==> src/rtl/axilite4_regfile_slave.sv <==
// axilite4_regfile_slave: AXI-Lite 4 slave exposing NUM_REGS read/write
// registers, with SLVERR on misaligned or out-of-range accesses and a flat
// register output bus for downstream logic.
// Optional feature macro: AXIL_STRB_EN (adds writeData_strb byte-lane enables).
module axilite4_regfile_slave #(
    parameter int ADDR_W   = 32,
    parameter int DATA_W   = 32,
    parameter int NUM_REGS = 16
) (
    input  logic                         clk,
    input  logic                         rst,
    // read address channel
    input  logic [ADDR_W-1:0]            readAddr_addr,
    input  logic                         readAddr_valid,
    output logic                         readAddr_ready,
    // read data channel
    output logic [DATA_W-1:0]            readData_data,
    output logic [1:0]                   readData_resp,
    output logic                         readData_valid,
    input  logic                         readData_ready,
    // write address channel
    input  logic [ADDR_W-1:0]            writeAddr_addr,
    input  logic                         writeAddr_valid,
    output logic                         writeAddr_ready,
    // write data channel
    input  logic [DATA_W-1:0]            writeData_data,
`ifdef AXIL_STRB_EN
    input  logic [DATA_W/8-1:0]          writeData_strb,
`endif
    input  logic                         writeData_valid,
    output logic                         writeData_ready,
    // write response channel
    output logic [31:0]                  writeResp_msg,
    output logic                         writeResp_valid,
    input  logic                         writeResp_ready,
    // flattened register bank
    output logic [NUM_REGS*DATA_W-1:0]   regs_out
);

    localparam int BYTES = DATA_W / 8;
    localparam int OFF_W = $clog2(BYTES);
    localparam logic [1:0] RESP_OKAY   = 2'b00;
    localparam logic [1:0] RESP_SLVERR = 2'b10;

    typedef enum logic {R_IDLE, R_DATA} r_state_t;
    typedef enum logic {W_IDLE, W_RESP} w_state_t;

    // An access hits a register only when word-aligned and inside the bank.
    function automatic logic addr_ok(input logic [ADDR_W-1:0] a);
        return ((a >> OFF_W) < ADDR_W'(NUM_REGS)) && (a[OFF_W-1:0] == '0);
    endfunction

    // ------------------------------------------------------------------
    // Read path
    // ------------------------------------------------------------------
    r_state_t              r_state_q, r_state_d;
    logic [DATA_W-1:0]     rdata_q;
    logic [1:0]            rresp_q;
    logic [ADDR_W-1:0]     rd_idx;
    logic [DATA_W-1:0]     rd_word;
    logic                  ar_hs;

    assign rd_idx = readAddr_addr >> OFF_W;
    assign ar_hs  = (r_state_q == R_IDLE) && readAddr_valid;

    // Select the addressed register from the flat bus (pre-edge value, so a
    // read captured in a write's commit cycle sees the old contents).
    always_comb begin
        rd_word = '0;
        for (int i = 0; i < NUM_REGS; i++) begin
            if (rd_idx == ADDR_W'(i)) begin
                rd_word = regs_out[i*DATA_W +: DATA_W];
            end
        end
    end

    // Read FSM state register.
    always_ff @(posedge clk or posedge rst) begin
        if (rst) begin
            r_state_q <= R_IDLE;
        end else begin
            r_state_q <= r_state_d;
        end
    end

    // Read FSM next-state logic.
    always_comb begin
        r_state_d = r_state_q;
        case (r_state_q)
            R_IDLE:  if (readAddr_valid) r_state_d = R_DATA;
            R_DATA:  if (readData_ready) r_state_d = R_IDLE;
            default: r_state_d = R_IDLE;
        endcase
    end

    // Read FSM outputs, decoded from state only.
    always_comb begin
        readAddr_ready = (r_state_q == R_IDLE);
        readData_valid = (r_state_q == R_DATA);
    end

    // Capture read data and response at the address handshake; held until consumed.
    always_ff @(posedge clk or posedge rst) begin
        if (rst) begin
            rdata_q <= '0;
            rresp_q <= RESP_OKAY;
        end else if (ar_hs) begin
            rdata_q <= addr_ok(readAddr_addr) ? rd_word : '0;
            rresp_q <= addr_ok(readAddr_addr) ? RESP_OKAY : RESP_SLVERR;
        end
    end

    assign readData_data = rdata_q;
    assign readData_resp = rresp_q;

    // ------------------------------------------------------------------
    // Write path
    // ------------------------------------------------------------------
    w_state_t              w_state_q, w_state_d;
    logic                  aw_held_q, w_held_q;
    logic [ADDR_W-1:0]     awaddr_q;
    logic [DATA_W-1:0]     wdata_q;
    logic [1:0]            bresp_q;
    logic                  aw_hs, w_hs, commit, wr_ok;
    logic [ADDR_W-1:0]     wr_addr, wr_idx;
    logic [DATA_W-1:0]     wr_data, wr_mask;

    assign aw_hs   = (w_state_q == W_IDLE) && writeAddr_valid && !aw_held_q;
    assign w_hs    = (w_state_q == W_IDLE) && writeData_valid && !w_held_q;
    // Commit as soon as both halves are available, held or arriving now.
    assign commit  = (w_state_q == W_IDLE) && (aw_held_q || aw_hs) && (w_held_q || w_hs);
    assign wr_addr = aw_held_q ? awaddr_q : writeAddr_addr;
    assign wr_data = w_held_q ? wdata_q : writeData_data;
    assign wr_idx  = wr_addr >> OFF_W;
    assign wr_ok   = addr_ok(wr_addr);

`ifdef AXIL_STRB_EN
    logic [BYTES-1:0]      wstrb_q;
    logic [BYTES-1:0]      wr_strb;
    assign wr_strb = w_held_q ? wstrb_q : writeData_strb;

    // Strobes are captured alongside the data beat.
    always_ff @(posedge clk or posedge rst) begin
        if (rst) begin
            wstrb_q <= '0;
        end else if (w_hs) begin
            wstrb_q <= writeData_strb;
        end
    end

    for (genvar gi = 0; gi < BYTES; gi++) begin : g_mask
        assign wr_mask[gi*8 +: 8] = {8{wr_strb[gi]}};
    end
`else
    assign wr_mask = '1;
`endif

    // Write FSM state register.
    always_ff @(posedge clk or posedge rst) begin
        if (rst) begin
            w_state_q <= W_IDLE;
        end else begin
            w_state_q <= w_state_d;
        end
    end

    // Write FSM next-state logic.
    always_comb begin
        w_state_d = w_state_q;
        case (w_state_q)
            W_IDLE:  if (commit)          w_state_d = W_RESP;
            W_RESP:  if (writeResp_ready) w_state_d = W_IDLE;
            default: w_state_d = W_IDLE;
        endcase
    end

    // Write FSM outputs, decoded from state and held flags only.
    always_comb begin
        writeAddr_ready = (w_state_q == W_IDLE) && !aw_held_q;
        writeData_ready = (w_state_q == W_IDLE) && !w_held_q;
        writeResp_valid = (w_state_q == W_RESP);
    end

    // Independent AW/W capture, response code, and release after the B handshake.
    always_ff @(posedge clk or posedge rst) begin
        if (rst) begin
            aw_held_q <= 1'b0;
            w_held_q  <= 1'b0;
            awaddr_q  <= '0;
            wdata_q   <= '0;
            bresp_q   <= RESP_OKAY;
        end else begin
            if (aw_hs) begin
                aw_held_q <= 1'b1;
                awaddr_q  <= writeAddr_addr;
            end
            if (w_hs) begin
                w_held_q <= 1'b1;
                wdata_q  <= writeData_data;
            end
            if (commit) begin
                bresp_q <= wr_ok ? RESP_OKAY : RESP_SLVERR;
            end
            if ((w_state_q == W_RESP) && writeResp_ready) begin
                aw_held_q <= 1'b0;
                w_held_q  <= 1'b0;
            end
        end
    end

    assign writeResp_msg = {30'b0, bresp_q};

    // ------------------------------------------------------------------
    // Register bank: one storage word per register, merged by byte mask.
    // ------------------------------------------------------------------
    for (genvar gi = 0; gi < NUM_REGS; gi++) begin : g_reg
        logic [DATA_W-1:0] reg_q;

        // Update this register when an in-range commit targets it.
        always_ff @(posedge clk or posedge rst) begin
            if (rst) begin
                reg_q <= '0;
            end else if (commit && wr_ok && (wr_idx == ADDR_W'(gi))) begin
                reg_q <= (reg_q & ~wr_mask) | (wr_data & wr_mask);
            end
        end

        assign regs_out[gi*DATA_W +: DATA_W] = reg_q;
    end

endmodule

==> config.mk <==
export PLATFORM = sky130hd
export DESIGN_NAME = axilite4_regfile_slave
export DESIGN_NICKNAME = d
export VERILOG_FILES = /design/src/rtl/axilite4_regfile_slave.sv
export SDC_FILE = /design/constraint.sdc
export NUM_CORES = 2
export LEC_CHECK = 0
export BUFFER_PORTS_ARGS = -buffer_cell sky130_fd_sc_hd__buf_2
export CORE_AREA = 2 2 265 267
export DETAILED_ROUTE_END_ITERATION = 12
export DIE_AREA = 0 0 267 269
export PLACE_DENSITY = 0.67
export SYNTH_ARGS = -nofsm -noshare
export SYNTH_HDL_FRONTEND = slang
export SYNTH_SLANG_ARGS = --single-unit
==> constraint.sdc <==
create_clock -name clk -period 19.74 [get_ports clk]
set_clock_uncertainty 0.2 [all_clocks]
set_input_delay 0.987 -clock clk [delete_from_list [all_inputs] [get_ports clk]]
set_output_delay 0.987 -clock clk [all_outputs]
set_load 0.005 [all_outputs]
==> results.md <==
- Final-layout setup total negative slack: 0 ns
- FF-to-FF Start: aw_held_q
- Post-Route WL: between 100000 and 150000 um
- Initial DRC count: a little under 3000
- Die outline height: around 270 um
- Post-DP HPWL: ~93000 um
- Boundary pin count: around 700
- CTS tree: done
- Final Hold Viols: 0
- Synthesis warning total: 0
- Placement row count: slightly below 100
- Final worst hold slack: around 0.28 ns
- Crit-path max cell delay: ~0.87 ns
- Count of antenna-violating nets left after detailed routing: 0
- Number of violations of the max-capacitance limit: 0
- Worst Path Max Fanout: 17
- Number of nets at the end of the flow: approximately 3200
- Setup repair after global routing missed its margin: false
- Root Buffer Master: sky130_fd_sc_hd__clkbuf_16
- Synthesized flop and latch total: 614
- Clock transition at the registers of the reported paths: 0.06 ns
- Async SR Flop Fraction: 100%
- # hold bufs at CTS: 0
- Synth unique cells: slightly below 80
- Number of sinks on the clock net: a little over 600
- Actual transition at the worst max-transition pin: around 1.2 ns
- Worst setup path startpoint: readAddr_addr[11]
- Most common cell type on the critical path: sky130_fd_sc_hd__a211o_1
- Antenna violations before repair: 8
- Endpoint of the worst register-to-register path: g_reg[1].reg_q[1]
- Post-CTS Repair Setup Buffers: 0
- Combined area of all synthesized cells: between 0.02 and 0.03 mm2
- Number of buffers created by CTS: slightly below 70
- Data required time of the critical path: 20.09 ns
- Power density over the cells: around 92 mW/mm2
- Cells along the critical path: buf_2 > nor4_4 > nand4_2 > nor2_2 > nand3_2 > a211o_1 > a2111oi_2 > a211o_1
- Sequential fraction of the synthesis area: between 50% and 60%
- Total of endpoints with negative setup slack in the final report: 0
- Worst IR Drop VDD: 68.2 uV
- Cell area after placement: between 0.03 and 0.04 mm2
- Clock latency on the worst-skew pair: slightly above 0.6 ns
- Post-synthesis to final-layout area growth: 23.1%
- Commonest non-fill, non-tap cells in the layout: sky130_fd_sc_hd__buf_2 (651), sky130_fd_sc_hd__dfrtp_1 (613), sky130_fd_sc_hd__mux2_2 (416), sky130_fd_sc_hd__nand2_1 (285), sky130_fd_sc_hd__o21ai_0 (257)
- Cells after Synth: 2437
- F_max: 207 MHz
- Ys flop type: sky130_fd_sc_hd__dfrtp_1
- Number of iterations in the first detailed-routing pass: 9
- First-pass GRT wire length: roughly 180000 um
- Largest net degree at the start of global routing: roughly 170
- Crit Path Class: input port to register
- Total routing usage reported by global routing: ~36%
- Summed area of non-filler cells in the final layout: roughly 0.035 mm2
- Share of final-layout standard cells stronger than drive strength 1: 43.0%
- Buffers from clock root to sink, at most: 3
- Post-CTS sizing: 0
- Wire length per cell after detailed routing: between 30 and 40 um
- Number of cells in the design after placement: just under 4000
- Average via count per standard cell: approximately 6.2
- Worst min-delay path class: input port to asynchronous set/reset pin
- Worst setup path endpoint: readData_data[26]
- Leakage: approximately 0.018 uW
- Starting density of the core: between 40% and 50%
- Die Span X: between 200 and 300 um
- Total vias in the final route: ~25000
- Deepest level of the CTS H-tree: 3
- Core Region: 0.0693 mm2
- Setup crit start kind: input port
- Max-slew violation total from the final report: 0
- Most common cell after layout, fill and taps aside: sky130_fd_sc_hd__buf_2
- Via count of the first global-routing pass: ~24000
- Final worst path period share: between 20% and 30%
- Run status: complete, no violations
- Average cell area after synthesis: around 12 um2
- Setup slack, reg-to-reg: roughly 15 ns
- Routability-driven placement congestion ratio: around 0.92
- Post-synth EDFFs: 0
- Post-detailed-route DRC marker count: 0
- Rel. slew slack: a little over a fifth
- Port-buffer cells: approximately 650
- Design Power: 3220 uW
- Worst reg-to-reg path cell count: 7
- DIE AREA: just over 0.07 mm2
- Post-layout instance count excluding filler cells: a little over 4000
- Sort of element at the end of the critical path: register
- Cell with the largest stage delay on the worst path: sky130_fd_sc_hd__nor2_2
- Clock period minus worst slack: between 4 and 5 ns
- Final global-route overflow total: 0
- Data arrival time of the critical path: ~5.2 ns
[Yosys cell counts (13+ instances only)]
master | n | area (um2)
sky130_fd_sc_hd__dfrtp_1 | 614 | 15400
sky130_fd_sc_hd__mux2_2 | 416 | 4680
sky130_fd_sc_hd__nand2_1 | 287 | 1080
sky130_fd_sc_hd__o21ai_0 | 257 | 1290
sky130_fd_sc_hd__nor2_1 | 94 | 353
sky130_fd_sc_hd__clkbuf_1 | 85 | 319
sky130_fd_sc_hd__buf_2 | 57 | 285
sky130_fd_sc_hd__a21oi_1 | 54 | 270
sky130_fd_sc_hd__mux2i_1 | 49 | 490
sky130_fd_sc_hd__buf_4 | 45 | 338
sky130_fd_sc_hd__nor3_1 | 37 | 185
sky130_fd_sc_hd__nand3_1 | 31 | 155
sky130_fd_sc_hd__a222oi_1 | 28 | 280
sky130_fd_sc_hd__a221oi_1 | 26 | 228
sky130_fd_sc_hd__o22ai_1 | 25 | 156
sky130_fd_sc_hd__a22oi_1 | 24 | 180
sky130_fd_sc_hd__nor4_1 | 21 | 131
sky130_fd_sc_hd__mux4_2 | 20 | 450
sky130_fd_sc_hd__nand4_1 | 18 | 113
sky130_fd_sc_hd__inv_1 | 14 | 52.6
sky130_fd_sc_hd__o21ai_1 | 14 | 70.1
sky130_fd_sc_hd__o221ai_1 | 13 | 114
[layer usage]
| layer | wire length [um] | global-route usage [%] |
|---|---|---|
| met1 | 51600 | 46.8 |
| met2 | 60000 | 55.9 |
| met3 | 14100 | 10.4 |
| met4 | 6970 | 17.5 |
| met5 | 23 | 0 |
[kinds of logic (layout without fill, tap and decap cells)]
logic type      count (synthesis)  in the layout  share of synthesized area (%)
flops                         614            614                           53.9
buf+inv                       211            855                           3.68
other cells                     1             36                         0.0132
mux                           486            486                           19.8
simple gates                  569            569                           9.91
compound gates                556            556                           12.7
[final cells by class]
cell class | instances | area, um2
diodes | 4 | 10.0
clock buffers | 105 | 2090
clock inverters | 19 | 210
fillers | 6307 | 34200
inverters | 15 | 63.8
multi-input cells | 1643 | 12400
flip-flops and latches | 614 | 15400
well taps | 940 | 1180
repair buffers | 716 | 3760
[worst max-delay path, delay by kind of cell]
family	cells	cell delay (ns)
buf+inv	1	0.12
compound gates	3	0.96
simple gates	4	3.08
[power breakdown]
part           leakage (uW)  total, uW  internal (uW)  switching (uW)
Clock               0.00114       1320            774             547
Sequential          0.00840       1410           1330            74.8
Combinational       0.00825        492            171             321
Total                0.0178       3220           2280             943
[state kept, by name, summed over array words and instances, names as in the netlist]
signal / cells
w_held_q: 1
bresp_q: 1
wdata_q: 32
readData_resp: 1
readData_valid: 1
g.reg_q: 512
readData_data: 32
aw_held_q: 1
awaddr_q: 32
writeResp_valid: 1
[worst min-delay path by stage]
stage | from | end | slack, ns | cells after the start
finish | rst | g_reg[1].reg_q[5] | 0.28 | 2
global route | readData_data[3] | readData_data[3] | 0.29 | 2
CTS | readData_data[3] | readData_data[3] | 0.28 | 2
detailed placement | readData_data[3] | readData_data[3] | 0.27 | 2
global placement | readData_data[3] | readData_data[3] | 0.26 | 2
floorplan | awaddr_q[17] | awaddr_q[17] | 0.27 | 1
[through the flow]
step	worst slack, ns	util [%]
floorplan	1.36	-
detailed placement	14.39	47.3
global placement	14.50	47.3
CTS	15.00	50.6
global route	14.78	50.6
finish	14.91	50.6
No activity file was read; power rests on OpenSTA's default activity.
